<file path="src/rtl/div_ctrl.sv">
// -----------------------------------------------------------------------------
// div_ctrl -- sequencing controller between the EX stage and the iterative
// divider for DIV/DIVU.
//
// The controller takes a division request from EX and holds the pipeline in a
// stall. It latches the operands and sign mode for the divider and captures
// the {remainder, quotient} result into HI/LO. It then pulses a one-cycle
// HI/LO write strobe. On a flush it aborts the divider for a fixed three-cycle
// window.
//
// Ports
//   clk            in   1        clock, rising edge
//   rst            in   1        asynchronous active-low reset
//   div_req_i      in   1        EX holds a valid DIV/DIVU
//   div_signed_i   in   1        1 = DIV, 0 = DIVU
//   op1_i, op2_i   in   DATA_W   dividend / divisor from EX
//   flush_i        in   1        pipeline flush / exception
//   stall_o        out  1        stall request (combinational)
//   div_start_o    out  1        start request to divider (registered)
//   div_signed_o   out  1        latched sign mode to divider
//   div_discard_o  out  1        abort request to divider (registered)
//   div_op1_o/op2_o out DATA_W   latched operands to divider
//   div_result_i   in   2*DATA_W {remainder, quotient}
//   div_ready_i    in   1        divider result valid
//   hi_o, lo_o     out  DATA_W   remainder / quotient for HI/LO
//   hilo_we_o      out  1        one-cycle HI/LO write strobe
// -----------------------------------------------------------------------------
module div_ctrl #(
    parameter int DATA_W = 32
) (
    input  logic                  clk,
    input  logic                  rst,
    input  logic                  div_req_i,
    input  logic                  div_signed_i,
    input  logic [DATA_W-1:0]     op1_i,
    input  logic [DATA_W-1:0]     op2_i,
    input  logic                  flush_i,
    output logic                  stall_o,
    output logic                  div_start_o,
    output logic                  div_signed_o,
    output logic                  div_discard_o,
    output logic [DATA_W-1:0]     div_op1_o,
    output logic [DATA_W-1:0]     div_op2_o,
    input  logic [2*DATA_W-1:0]   div_result_i,
    input  logic                  div_ready_i,
    output logic [DATA_W-1:0]     hi_o,
    output logic [DATA_W-1:0]     lo_o,
    output logic                  hilo_we_o
);

    typedef enum logic [1:0] {
        S_IDLE   = 2'd0,
        S_BUSY   = 2'd1,
        S_DONE   = 2'd2,
        S_CANCEL = 2'd3
    } state_t;

    // Last CANCEL cycle: counter runs 0,1,2 for three cycles of discard.
    localparam logic [1:0] CANCEL_LAST = 2'd2;

    state_t              r_state;
    state_t              w_next;
    logic [1:0]          r_cnt;
    logic                r_start;
    logic                r_discard;
    logic                r_signed;
    logic [DATA_W-1:0]   r_op1;
    logic [DATA_W-1:0]   r_op2;
    logic [DATA_W-1:0]   r_hi;
    logic [DATA_W-1:0]   r_lo;

    logic                w_accept;
    logic                w_capture;
    logic                w_stall;
    logic                w_hilo_we;

    // Next-state and combinational outputs.
    always_comb begin
        w_next    = r_state;
        w_accept  = 1'b0;
        w_capture = 1'b0;
        w_stall   = 1'b0;
        w_hilo_we = 1'b0;
        case (r_state)
            S_IDLE: begin
                w_stall = div_req_i & ~flush_i;
                if (div_req_i && !flush_i) begin
                    w_accept = 1'b1;
                    w_next   = S_BUSY;
                end
            end
            S_BUSY: begin
                w_stall = 1'b1;
                // A flush wins over a simultaneous ready: the result is dropped.
                if (flush_i) begin
                    w_next = S_CANCEL;
                end else if (div_ready_i) begin
                    w_capture = 1'b1;
                    w_next    = S_DONE;
                end
            end
            S_DONE: begin
                w_hilo_we = ~flush_i;
                w_next    = S_IDLE;
            end
            S_CANCEL: begin
                // The next instruction may already be waiting in EX.
                w_stall = div_req_i;
                if (r_cnt == CANCEL_LAST) begin
                    w_next = S_IDLE;
                end
            end
            default: begin
                w_next = S_IDLE;
            end
        endcase
    end

    // State, cancel counter and registered divider handshakes.
    always_ff @(posedge clk or negedge rst) begin
        if (!rst) begin
            r_state   <= S_IDLE;
            r_cnt     <= 2'd0;
            r_start   <= 1'b0;
            r_discard <= 1'b0;
        end else begin
            r_state   <= w_next;
            r_cnt     <= (r_state == S_CANCEL && w_next == S_CANCEL) ? r_cnt + 2'd1 : 2'd0;
            r_start   <= (w_next == S_BUSY);
            r_discard <= (w_next == S_CANCEL);
        end
    end

    // Operand/sign latch: held for all of BUSY since the divider re-reads
    // them during its sign-fix step.
    always_ff @(posedge clk or negedge rst) begin
        if (!rst) begin
            r_op1    <= '0;
            r_op2    <= '0;
            r_signed <= 1'b0;
        end else if (w_accept) begin
            r_op1    <= op1_i;
            r_op2    <= op2_i;
            r_signed <= div_signed_i;
        end
    end

    // HI/LO capture; values hold until the next completed division.
    always_ff @(posedge clk or negedge rst) begin
        if (!rst) begin
            r_hi <= '0;
            r_lo <= '0;
        end else if (w_capture) begin
            r_hi <= div_result_i[2*DATA_W-1:DATA_W];
            r_lo <= div_result_i[DATA_W-1:0];
        end
    end

    // Stall is gated by reset so every output reads 0 while rst is low.
    assign stall_o       = w_stall & rst;
    assign hilo_we_o     = w_hilo_we;
    assign div_start_o   = r_start;
    assign div_discard_o = r_discard;
    assign div_signed_o  = r_signed;
    assign div_op1_o     = r_op1;
    assign div_op2_o     = r_op2;
    assign hi_o          = r_hi;
    assign lo_o          = r_lo;

endmodule

</file>
<file path="config.mk">
export PLATFORM = sky130hd
export DESIGN_NAME = div_ctrl
export DESIGN_NICKNAME = d
export VERILOG_FILES = /design/src/rtl/div_ctrl.sv
export SDC_FILE = /design/constraint.sdc
export NUM_CORES = 1
export LEC_CHECK = 0
export ABC_CLOCK_PERIOD_IN_PS = 2800
export CAP_MARGIN = 30
export CORE_ASPECT_RATIO = 0.9
export CORE_MARGIN = 1.5
export CORE_UTILIZATION = 43
export CTS_CLUSTER_DIAMETER = 60
export DETAILED_ROUTE_END_ITERATION = 8
export PLACE_DENSITY = 0.93
export REMOVE_ABC_BUFFERS = 1
export SLEW_MARGIN = 20
export SYNTH_ARGS = -nofsm -noshare
export SYNTH_HDL_FRONTEND = slang
export SYNTH_SLANG_ARGS = --single-unit
</file>
<file path="constraint.sdc">
create_clock -name clk -period 2.8 [get_ports clk]
set_clock_uncertainty 0.1 [all_clocks]
set_input_delay 0.84 -clock clk [delete_from_list [all_inputs] [get_ports clk]]
set_output_delay 0.84 -clock clk [all_outputs]
set_load 0.02 [all_outputs]
</file>
Yosys cells after proc, flatten, opt, wreduce, memory -nomap -nowiden
Cells that the tools add are included.
{ "word_totals": {"register_bits": 135, "input_bits": 134, "out_inout_bits": 133, "wordCells": 36} }
{ "op_classes": {"n_addsub": 1, "eq_ne": 6, "mux": 13, "bitwise": 3, "reduce_logical": 4} }
{ "op_table": {"columns": ["operator", "n"], "rows": [
  ["$mux 2", 5],
  ["$eq 2x2->1 const B", 4],
  ["$pmux 2 s4", 1],
  ["$mux 1", 6],
  ["$eq 2x1->1 const B", 2],
  ["$pmux 1 s3", 1],
  ["$add 2x1->2 const B", 1],
  ["$and 1x1->1", 2],
  ["$logic_and 1x1->1", 2],
  ["$logic_not 2->1", 1],
  ["$logic_not 1->1", 1],
  ["$not 1->1", 1]
]} }

Depth between registers and ports, before layout
{ "depth": {"ltp_word": 7, "depth_mapped": 5} }

Worst setup path before layout
No wires, ideal clock.
{ "synth_timing": {"path_kind": "input-to-output", "from": "input port flush_i", "to": "output port stall_o", "arrival_time_ps": 1674, "t_required_ps": 1860, "setup_slack_ps": 186, "stages": 2, "n_path_buf": 0, "cell_sequence": "or3b_2 -> a31oi_1"} }
{ "synth_between": {"elab_chain_cells": 4} }
{ "synth_rtl": {"columns": ["element", "line_no", "text"], "rows": [
  ["start: declaration", "37", "input logic flush_i,"],
  ["$not 1->1", "86", "w_stall = div_req_i & ~flush_i;"],
  ["$and 1x1->1", "86", null],
  ["$pmux 1 s3", "84", "case (r_state)"],
  ["$and 1x1->1", "160", "assign stall_o = w_stall & rst;"],
  ["end: declaration", "38", "output logic stall_o,"]
]} }
No other way between the ends.

Worst setup path after layout
Same ends and word-level chain as after synthesis.

==> impl_results.html <==
<table>
<tr><th>Metric</th><th>Value</th></tr>
<tr><th colspan="2">Synthesis</th></tr>
<tr><td>Prevailing post-synth register cell</td><td>dfrtp_1</td></tr>
<tr><td>Avg Synthesized Cell Area</td><td>17.5 um^2</td></tr>
<tr><td>Count leader, synth</td><td>dfrtp_1</td></tr>
<tr><td>Number of synthesized register bits</td><td>135</td></tr>
<tr><td>Ys async rst share</td><td>1.00</td></tr>
<tr><td>Post-synth design cell area</td><td>5240 um^2</td></tr>
<tr><td>Sequential area share after synthesis</td><td>0.645</td></tr>
<tr><td>Gate Count Post-Synth</td><td>300</td></tr>
<tr><td>Number of synthesis warnings</td><td>0</td></tr>
<tr><td>Top cell type's share of synthesized area</td><td>0.645</td></tr>
<tr><td>Area leader, netlist</td><td>dfrtp_1</td></tr>
<tr><td>Top post-synthesis cells by count</td><td>dfrtp_1 (135), mux2_2 (90), mux2_4 (39)</td></tr>
<tr><td>Cells taking the most area after synthesis</td><td>dfrtp_1 (65%), mux2_2 (19%), mux2_4 (11%)</td></tr>
<tr><td>Number of enable-type register cells in the synthesized netlist</td><td>0</td></tr>
<tr><td>Cell variety after synth</td><td>21</td></tr>
<tr><th colspan="2">Detailed routing</th></tr>
<tr><td>Starting DRC count in detailed routing</td><td>189</td></tr>
<tr><td>Detailed Route WL</td><td>14200 um</td></tr>
<tr><td>Remaining design rule violation count</td><td>0</td></tr>
<tr><td>Via count normalized by instance count</td><td>4.83</td></tr>
<tr><td>Average wire per cell in the routed design</td><td>18.7 um</td></tr>
<tr><td>Drt pass-1 iters</td><td>6</td></tr>
<tr><td>Number of nets still failing antenna checks after routing</td><td>0</td></tr>
<tr><td>Total via count after detailed routing</td><td>3664</td></tr>
<tr><th colspan="2">Clocking</th></tr>
<tr><td>Post-CTS setup repair buffer count</td><td>0</td></tr>
<tr><td>Quantity of hold-fixing buffers added after cts</td><td>0</td></tr>
<tr><td>CTS tree</td><td>built</td></tr>
<tr><td>CTS H-Tree Depth</td><td>4</td></tr>
<tr><td>Number of buffers between clock root and the deepest sink</td><td>2</td></tr>
<tr><td>Clock tree sinks</td><td>135</td></tr>
<tr><td>Later-pin clock latency in the skew report</td><td>410 ps</td></tr>
<tr><td>Clock transition at the registers of the reported paths</td><td>50 ps</td></tr>
<tr><td>Total clock buffers created by CTS</td><td>17</td></tr>
<tr><td>Root Driver</td><td>clkbuf_16</td></tr>
<tr><th colspan="2">Floorplan</th></tr>
<tr><td>Starting utilization of the core area</td><td>0.437</td></tr>
<tr><td>Width of the die</td><td>119 um</td></tr>
<tr><td>Site row count</td><td>38</td></tr>
<tr><td>Placeable core area</td><td>12000 um^2</td></tr>
<tr><td>Floorplan die height</td><td>108 um</td></tr>
<tr><td>Top-level port count</td><td>267</td></tr>
<tr><td>DIE AREA</td><td>12800 um^2</td></tr>
<tr><th colspan="2">Cells and area</th></tr>
<tr><td>Final core utilization</td><td>0.732</td></tr>
<tr><td>Fillers</td><td>769</td></tr>
<tr><td>Area Overhead vs Synth</td><td>67.4%</td></tr>
<tr><td>NumNets Final</td><td>720</td></tr>
<tr><td>Number of diodes added for antenna fixing</td><td>0</td></tr>
<tr><td>Post-route insts no fill</td><td>758</td></tr>
<tr><td>Share of cells above drive strength 1</td><td>0.304</td></tr>
<tr><th colspan="2">Timing</th></tr>
<tr><td>Slack of the critical path</td><td>73.2 ps</td></tr>
<tr><td>Setup violators final</td><td>0</td></tr>
<tr><td>Post-route minimum period</td><td>2730 ps</td></tr>
<tr><td>Slew at the pin with the worst max-slew slack</td><td>707 ps</td></tr>
<tr><td>Worst slew margin relative to its limit</td><td>0.528</td></tr>
<tr><td>Max-slew violations</td><td>0</td></tr>
<tr><td>Hold Violations, Final</td><td>0</td></tr>
<tr><td>Crit share post-route</td><td>0.974</td></tr>
<tr><td>Maximum achievable frequency</td><td>0.367 GHz</td></tr>
<tr><td>Setup repair after global routing missed its margin</td><td>false</td></tr>
<tr><th colspan="2">Critical path</th></tr>
<tr><td>Crit path kind</td><td>input pin to primary output</td></tr>
<tr><td>Data required time at the worst endpoint</td><td>1860 ps</td></tr>
<tr><td>Critical path data arrival time</td><td>1790 ps</td></tr>
<tr><td>First element of the critical path</td><td>flush_i</td></tr>
<tr><td>Reg-to-reg startpoint</td><td>r_state[1]</td></tr>
<tr><td>Endpoint class of the critical path</td><td>primary output</td></tr>
<tr><td>Critical path launch point type</td><td>input pin</td></tr>
<tr><td>CP Max Fanout</td><td>2</td></tr>
<tr><th colspan="2">Pwr</th></tr>
<tr><td>PD cells</td><td>1230 nW/um^2</td></tr>
<tr><td>Internal cell power</td><td>7.09 mW</td></tr>
<tr><td>PnR Total Power</td><td>10.7 mW</td></tr>
<tr><td>Leakage</td><td>3.82 nW</td></tr>
<tr><td>Net switching power of the design</td><td>3.66 mW</td></tr>
<tr><td>Clock share of power</td><td>0.204</td></tr>
<tr><td>Net switching share of the total power</td><td>0.341</td></tr>
<tr><td>Comb pwr share</td><td>0.469</td></tr>
<tr><td>Max VDD drop</td><td>732 uV</td></tr>
<tr><td>Flop pwr share</td><td>0.327</td></tr>
<tr><th colspan="2">Hold path</th></tr>
<tr><td>Worst hold path startpoint</td><td>r_cnt[0]</td></tr>
<tr><td>Class of the tightest hold or removal check</td><td>flop to flop</td></tr>
<tr><th colspan="2">Placed design</th></tr>
<tr><td>Count of buffers from port buffering</td><td>266</td></tr>
<tr><td>Half-perimeter wire length after detailed placement</td><td>10300 um</td></tr>
<tr><td>Worst setup slack after placement</td><td>-718 ps</td></tr>
<tr><td>Placer's final routability congestion estimate</td><td>0.785</td></tr>
<tr><td>Cells after DPL</td><td>726</td></tr>
<tr><th colspan="2">Global route</th></tr>
<tr><td>Pin count of the biggest net entering global routing</td><td>136</td></tr>
<tr><td>Initial antenna violation count</td><td>0</td></tr>
<tr><td>Number of global-route vias before repair</td><td>3962</td></tr>
<tr><td>Global-route congestion overflow total</td><td>0</td></tr>
<tr><td>Global-route total usage across every layer</td><td>0.226</td></tr>
<tr><td>Global-route wire length before repair</td><td>21800 um</td></tr>
<tr><th colspan="2">Job</th></tr>
<tr><td>Max Cap Violations</td><td>0</td></tr>
<tr><th colspan="2">Outcome</th></tr>
<tr><td>Result of the run</td><td>completed</td></tr>
</table>
==> final cells by class <==
cell class,count,area (um^2),share of cell area
repair buffers,282,2840,0.324
multi-input cells,147,1750,0.200
clock buffers,18,439,0.0501
inverters,2,7.51,0.000857
clock inverters,14,151,0.0173
flip-flops and latches,135,3380,0.385
well taps,160,200,0.0228
==> routing by layer <==
| layer | vias to the layer above | track usage | part of all wire |
|---|---|---|---|
| li1 | 1634 | - | - |
| met1 | 1842 | 0.251 | 0.38 |
| met2 | 159 | 0.400 | 0.53 |
| met3 | 29 | 0.0657 | 0.058 |
| met4 | 0 | 0.112 | 0.032 |
| met5 | - | 0 | 0 |
==> critical path, stage by stage <==
cell	delay (ps)
dlygate4sd2_1	240
or3b_4	360
a31oi_1	160
buf_2	190
==> kinds of logic after synthesis <==
kind of cell / after synthesis / synth area share
AOI/OAI and AO/OA: 5 / 0.00813
and+or+nand+nor: 12 / 0.0151
adders and majority gates: 1 / 0.00239
muxes: 129 / 0.305
DFF: 135 / 0.645
buffers and inverters: 18 / 0.0239
==> worst paths after layout <==
kind / to / cells after the start / slack, ps
max reg2reg: div_op2_o[25] / 4 / 850
max: stall_o / 4 / 70
min reg2reg: r_cnt[0] / 1 / 320
min in group asynchronous: div_op1_o[28] / 2 / 450
min: r_cnt[0] / 1 / 320
max in group asynchronous: hi_o[12] / 2 / 1630
==> state kept, by name (all words and copies together), names as in the netlist, 2 cells and up <==
| signal | count |
|---|---|
| r_cnt | 2 |
| div_op1_o | 32 |
| div_op2_o | 32 |
| lo_o | 32 |
| r_state | 2 |
| hi_o | 32 |
==> placed cells by master, fill, tap and decap left out, types with 3 or more instances in the layout <==
master           count
clkbuf_16           17
buf_12               5
buf_4               11
mux2_2              90
dfrtp_1            135
clkdlybuf4s50_1    261
clkinvlp_4           5
clkinv_4             3
mux2_4              39
nor2_1               3
==> per-stage QoR <==
stage	setup TNS, ps	instance area (um^2)	hold WS [ps]
after detailed placement	-1080	8180	320
after CTS	0	8760	328
after global placement	-1070	8180	314
after global routing	0	8760	349
final	0	8760	324
after floorplan	-332680	5120	303
==> what timing repair did <==
action                                  4_1_cts  5_1_grt
endpoints found under the setup margin        2        1
gates resized for setup                       9        2
pin swaps                                     1        0
==> power groups by stage <==
stage	logic [mW]	registers (mW)	clock network, mW
finish	5.04	3.51	2.19
floorplan	1.31	4.63	0
detailed placement	5.06	3.52	0
global placement	4.95	3.42	0
CTS	5.09	3.52	2.23
global route	5.26	3.63	2.32
(Power assumes the default switching activity.)
